--- src/rtl/branch_target_buffer_pkg.sv ---
// Shared defaults and write-decode type for the fully-associative branch target buffer.
package branch_target_buffer_pkg;

    localparam int unsigned BTB_ADDR_WIDTH = 32;
    localparam int unsigned BTB_DEPTH      = 32;
    localparam int unsigned BTB_DEPTH_LOG2 = 5;

    // What a resolved-branch write does to the table this cycle.
    typedef enum logic [1:0] {
        WrNone   = 2'd0,
        WrUpdate = 2'd1,
        WrAlloc  = 2'd2
    } wr_op_e;

endpackage

--- src/rtl/branch_target_buffer_priority_encoder.sv ---
// Lowest-set-bit priority encoder with an any-set flag.
module priority_encoder #(
    parameter int unsigned WIDTH      = 32,
    parameter int unsigned WIDTH_LOG2 = 5
) (
    input  logic [WIDTH-1:0]      i_req,
    output logic [WIDTH_LOG2-1:0] o_idx,
    output logic                  o_any
);

    always_comb begin
        o_idx = '0;
        o_any = |i_req;
        // Scan downwards so the lowest set index is the last one written.
        for (int i = WIDTH - 1; i >= 0; i--) begin
            if (i_req[i]) begin
                o_idx = WIDTH_LOG2'(i);
            end
        end
    end

endmodule

--- src/rtl/branch_target_buffer.sv ---
// Fully-associative branch target buffer: combinational fetch lookup, resolve-stage update
// with saturating direction counters, invalid-first then round-robin replacement.
module branch_target_buffer
    import branch_target_buffer_pkg::*;
#(
    parameter int unsigned ADDR_WIDTH = BTB_ADDR_WIDTH,
    parameter int unsigned DEPTH      = BTB_DEPTH,
    parameter int unsigned DEPTH_LOG2 = BTB_DEPTH_LOG2,
    parameter int unsigned CTR_WIDTH  = 2,
    parameter int unsigned ALLOC_NT   = 0
) (
    input  logic                  i_clk,
    input  logic                  i_reset,        // asynchronous, active low
    input  logic                  i_flush,
    input  logic                  i_write,
    input  logic [ADDR_WIDTH-1:0] i_write_key,
    input  logic [ADDR_WIDTH-1:0] i_write_val,
    input  logic                  i_write_taken,
    input  logic [ADDR_WIDTH-1:0] i_read_key,
    output logic [ADDR_WIDTH-1:0] o_read_val,
    output logic                  o_read_valid,
    output logic                  o_read_hit,
    output logic [DEPTH_LOG2:0]   o_occupancy
);

    localparam logic [CTR_WIDTH-1:0] CTR_MAX = '1;

    logic [DEPTH-1:0]      r_valid;
    logic [ADDR_WIDTH-1:0] r_key [DEPTH];
    logic [ADDR_WIDTH-1:0] r_val [DEPTH];
    logic [CTR_WIDTH-1:0]  r_ctr [DEPTH];
    logic [DEPTH_LOG2-1:0] r_rr_ptr;
    logic [DEPTH_LOG2:0]   r_occupancy;

    logic [DEPTH-1:0]      w_rd_match;
    logic [DEPTH-1:0]      w_wr_match;
    logic [DEPTH-1:0]      w_invalid;
    logic [DEPTH_LOG2-1:0] w_rd_idx;
    logic [DEPTH_LOG2-1:0] w_wr_idx;
    logic [DEPTH_LOG2-1:0] w_inv_idx;
    logic                  w_rd_any;
    logic                  w_wr_any;
    logic                  w_inv_any;
    logic [DEPTH_LOG2-1:0] w_victim;
    logic [CTR_WIDTH-1:0]  w_ctr_cur;
    logic [CTR_WIDTH-1:0]  w_ctr_next;
    wr_op_e                w_op;

    // A valid entry matches regardless of its counter value.
    always_comb begin
        for (int i = 0; i < int'(DEPTH); i++) begin
            w_rd_match[i] = r_valid[i] && (r_key[i] == i_read_key);
            w_wr_match[i] = r_valid[i] && (r_key[i] == i_write_key);
        end
    end

    assign w_invalid = ~r_valid;

    priority_encoder #(
        .WIDTH      (DEPTH),
        .WIDTH_LOG2 (DEPTH_LOG2)
    ) u_rd_enc (
        .i_req (w_rd_match),
        .o_idx (w_rd_idx),
        .o_any (w_rd_any)
    );

    priority_encoder #(
        .WIDTH      (DEPTH),
        .WIDTH_LOG2 (DEPTH_LOG2)
    ) u_wr_enc (
        .i_req (w_wr_match),
        .o_idx (w_wr_idx),
        .o_any (w_wr_any)
    );

    priority_encoder #(
        .WIDTH      (DEPTH),
        .WIDTH_LOG2 (DEPTH_LOG2)
    ) u_inv_enc (
        .i_req (w_invalid),
        .o_idx (w_inv_idx),
        .o_any (w_inv_any)
    );

    assign o_read_hit   = w_rd_any;
    assign o_read_val   = w_rd_any ? r_val[w_rd_idx] : '0;
    assign o_read_valid = w_rd_any & r_ctr[w_rd_idx][CTR_WIDTH-1];
    assign o_occupancy  = r_occupancy;

    always_comb begin
        w_op = WrNone;
        if (i_write && !i_flush) begin
            if (w_wr_any) begin
                w_op = WrUpdate;
            end else if (i_write_taken || (ALLOC_NT != 0)) begin
                w_op = WrAlloc;
            end
        end
    end

    assign w_victim  = w_inv_any ? w_inv_idx : r_rr_ptr;
    assign w_ctr_cur = r_ctr[w_wr_idx];

    // Saturating counter step; explicit end checks so the value never wraps.
    always_comb begin
        w_ctr_next = w_ctr_cur;
        if (i_write_taken) begin
            if (w_ctr_cur != CTR_MAX) begin
                w_ctr_next = w_ctr_cur + CTR_WIDTH'(1);
            end
        end else if (w_ctr_cur != '0) begin
            w_ctr_next = w_ctr_cur - CTR_WIDTH'(1);
        end
    end

    always_ff @(posedge i_clk or negedge i_reset) begin
        if (!i_reset) begin
            r_valid     <= '0;
            r_rr_ptr    <= '0;
            r_occupancy <= '0;
            for (int i = 0; i < int'(DEPTH); i++) begin
                r_key[i] <= '0;
                r_val[i] <= '0;
                r_ctr[i] <= '0;
            end
        end else if (i_flush) begin
            r_valid     <= '0;
            r_rr_ptr    <= '0;
            r_occupancy <= '0;
        end else begin
            case (w_op)
                WrUpdate: begin
                    r_ctr[w_wr_idx] <= w_ctr_next;
                    if (i_write_taken) begin
                        r_val[w_wr_idx] <= i_write_val;
                    end
                end
                WrAlloc: begin
                    r_valid[w_victim] <= 1'b1;
                    r_key[w_victim]   <= i_write_key;
                    r_val[w_victim]   <= i_write_val;
                    r_ctr[w_victim]   <= i_write_taken ? CTR_MAX : '0;
                    // Filling a free slot grows occupancy; evicting advances the pointer.
                    if (w_inv_any) begin
                        r_occupancy <= r_occupancy + (DEPTH_LOG2 + 1)'(1);
                    end else begin
                        r_rr_ptr <= r_rr_ptr + DEPTH_LOG2'(1);
                    end
                end
                default: begin
                end
            endcase
        end
    end

endmodule

--- config.mk ---
export PLATFORM = sky130hd
export DESIGN_NAME = branch_target_buffer
export DESIGN_NICKNAME = d
export VERILOG_FILES = /design/src/rtl/branch_target_buffer_pkg.sv /design/src/rtl/branch_target_buffer_priority_encoder.sv /design/src/rtl/branch_target_buffer.sv
export SDC_FILE = /design/constraint.sdc
export NUM_CORES = 2
export LEC_CHECK = 0
export BUFFER_PORTS_ARGS = -buffer_cell sky130_fd_sc_hd__buf_2
export CAP_MARGIN = 20
export CORE_MARGIN = 2
export CORE_UTILIZATION = 55
export CTS_BUF_LIST = sky130_fd_sc_hd__clkbuf_8
export CTS_CLUSTER_SIZE = 24
export DETAILED_ROUTE_END_ITERATION = 10
export PLACE_DENSITY = 0.71
export SLEW_MARGIN = 20
export SYNTH_ARGS = -nofsm -noshare
export SYNTH_HDL_FRONTEND = slang
export SYNTH_SLANG_ARGS = --single-unit
--- constraint.sdc ---
create_clock -name i_clk -period 6.45 [get_ports i_clk]
set_clock_uncertainty 0.05 [all_clocks]
set_input_delay 0.645 -clock i_clk [delete_from_list [all_inputs] [get_ports i_clk]]
set_output_delay 0.645 -clock i_clk [all_outputs]
set_load 0.02 [all_outputs]
==> results.yml <==
synthesis:
  netlist.top_cell.by_area: "dfrtp_1"
  synthArstFlopShare: 1.00
  ys_ff_latch: 2155
  yosys_warnings: 0
  syn_inst: 10521
  ys_top_cells_by_count: "dfrtp_1, mux2_2, xor2_1"
  ys_seq_area_frac: 0.444
  ys_top_cells_by_area: "dfrtp_1, mux2_2, xor2_1"
  synth.distinct_cells: 98
  synth_edf_count: 0
  synth_area_um2: 121000
  syn_nets: 10626
  syn_avg_cell_area_um2: 11.5
  yosysMostFrequentCell: "dfrtp_1"
  synth_top_cell_area_share: 0.444
  ys.flop_type: "dfrtp_1"
setup_path:
  r2r_slack_ps: 720
  r2r-start: "r_key[851]"
  endpoint_kind: "output pin"
  worstRegToRegCells: 16
  crit_required_ps: 5750
  reg2reg_to: "r_val[11]"
  crit_type: "flip-flop to output pin"
  worstPathArrival_ps: 5820
  startpoint_type: "flip-flop"
  cp_max_fo: 12
sta:
  fmax_mhz: 153
  rsz0062_at_grt: "true"
  period_needed_ps: 6520
  finalCritPeriodShare: 1.01
  holdWs_ps: 77.1
  setup_violations: 3
  hold_viol: 0
  slew_headroom: 0.256
  timing_max_transition_violations_final: 0
  worst_slew_pin_slew_ps: 1120
  fin_ws_ps: -68.2
worst_hold_path:
  hp-class: "primary input to flip-flop"
  whs_endpoint: "r_key[102]"
  holdCritStartpoint: "i_write_key[6]"
  holdPathStages: 3
power:
  p_per_area_nw_per_um2: 214
  p_leak_nw: 68.4
  max-vdd-ir-drop_mv: 0.219
floorplanning:
  fp.dieH_um: 474
  start_util: 0.553
  io_pins: 141
  rows: 172
  die_area_um2: 225000
  core_um2: 220000
  die_w_um: 474
finish:
  final_nets: 11215
  drive_gt1_frac: 0.349
  n_fill_cell: 17060
  areaGrowthSynthToFinish_pct: 16.8
  final_area_um2: 142000
global_route:
  antenna_found_initial: 15
  grt_usage: 0.409
  grt_max_degree: 165
  grt_pass1_vias: 94511
  overflow: 0
  grt_pass1_wl_um: 669000
detailed_routing:
  routed_wl_um: 468000
  remaining_drc_errors: 0
  num_vias: 92781
  drt_iter0_markers: 9470
  final_antenna_net_count: 0
  avgRoutedWirePerCell_um: 32.8
  vias_per_cell: 6.50
  detailedRoute.firstPassIterationCount: 6
cts:
  clk_latency_ps: 1150
  root_buffer: "clkbuf_8"
  cts_buffer_depth: 4
  cts_made_buffers: 387
  cts_tree: "done"
  cts.clk_slew.worst_paths_ps: 70
  cts_max_level: 5
  cts_sinks: 2155
outcome:
  status: "finished, violations left"
  violations: "negative setup slack"
placement:
  gp_congestion: 0.993
  io_buffers: 140
  placed_cell_area_um2: 131000
  dp_hpwl_um: 317000
run:
  maxCapViolCount: 0
[logic make-up after synthesis]
| logic type | count (synthesis) | synth area share |
|---|---|---|
| AND/OR/NAND/NOR | 2043 | 0.0936 |
| AO/OA/AOI/OAI | 697 | 0.0392 |
| multiplexers | 2645 | 0.239 |
| flip-flops | 2155 | 0.444 |
| buffers and inverters | 929 | 0.0357 |
| XOR/XNOR | 2045 | 0.148 |
| adder cells (fa/ha/maj) | 7 | 0.000680 |
[worst max-delay path, stage by stage, from the launching register on]
cell,delay [ps]
dfrtp_1,420
xor2_1,200
nor4b_1,330
nand4_1,180
or4_1,680
a211o_4,410
nand3_2,110
a21oi_4,130
o2111ai_2,270
a221oi_4,120
buf_12,190
buf_12,130
buf_16,150
mux2i_1,210
o221ai_2,150
a31oi_4,270
buf_4,170
a21o_1,120
o221ai_2,130
buf_4,170
buf_2,160
[cells in the final DEF, fill, tap and decap left out, types with 129 or more instances in the layout]
cell type,Yosys,final
clkbuf_8,0,489
mux2_2,2020,2020
nor4_1,516,491
o21ai_0,189,177
nand4_1,224,224
nand3_1,383,377
buf_4,54,736
dfrtp_1,2155,2151
nand2_1,262,240
xnor2_1,436,433
nor2_1,192,174
inv_1,63,181
buf_12,0,225
mux2i_1,597,542
xor2_1,1609,1607
nor3_1,158,129
[worst max-delay path by stage]
stage / cells past startpoint / start / slack (ps) / to
after CTS: 18 / r_key[358] / -120 / o_read_val[6]
after global routing: 21 / r_key[29] / -150 / o_read_val[21]
after global placement: 22 / i_read_key[27] / -790 / o_read_val[6]
after floorplan: 20 / i_read_key[11] / 930 / o_read_val[0]
final: 20 / r_key[21] / -70 / o_read_val[6]
after detailed placement: 22 / i_read_key[27] / -820 / o_read_val[6]
[cell type report]
| type | instances | area [µm²] | area share |
|---|---|---|---|
| antenna | 11 | 27.5 | 0.000194 |
| multi-input combinational | 7437 | 65000 | 0.458 |
| timing repair buffer | 1061 | 11200 | 0.0787 |
| clock buffer | 489 | 6730 | 0.0475 |
| tap | 2871 | 3590 | 0.0253 |
| inverter | 66 | 275 | 0.00194 |
| clock inverter | 178 | 1050 | 0.00740 |
| timing repair inverter | 2 | 22.5 | 0.000159 |
| sequential | 2155 | 53900 | 0.380 |
[through the flow]
stage	worst slack, ps	utilization	setup TNS [ps]	power, mW	cells
2_1_floorplan	931	-	0	15.7	10521
3_3_place_gp	-789	0.598	-11330	17.2	13519
3_5_place_dp	-817	0.598	-11810	17.2	13519
4_1_cts	-123	0.640	-974	30.3	14230
5_1_grt	-149	0.646	-2470	31.2	14268
6_report	-68.2	0.646	-99.0	30.3	14270
[state kept, by name, summed over array words and instances (netlist names)]
name and flops:
o_occupancy 6, r_valid 32, r_rr_ptr 5, r_ctr 64
r_val 1024, r_key 1024
[timing repair]
item / CTS / global route
pin swaps: 26 / 37
setup endpoints to repair: 33 / 33
endpoints found under the hold margin: 114 / 0
gates resized for setup: 159 / 207
hold buffers: 4 / 0
cloned: 5 / 9
setup buffers: 38 / 29
[routing by layer]
metal | up-vias | track usage | wire, µm
li1 | 38818 | - | -
met1 | 47963 | 0.517 | 182000
met2 | 4534 | 0.644 | 214000
met3 | 1458 | 0.0784 | 36200
met4 | 8 | 0.266 | 35500
met5 | - | 0 | 44
[power by group]
part           leakage [nW]  internal [mW]  switching (mW)  total, mW
sequential             29.8           13.7           0.205       13.9
combinational          34.1           1.04            2.15       3.19
clock                  4.49           7.20            5.96       13.2
total                  68.4           22.0            8.32       30.3
Power figures use the tool's default switching activity.
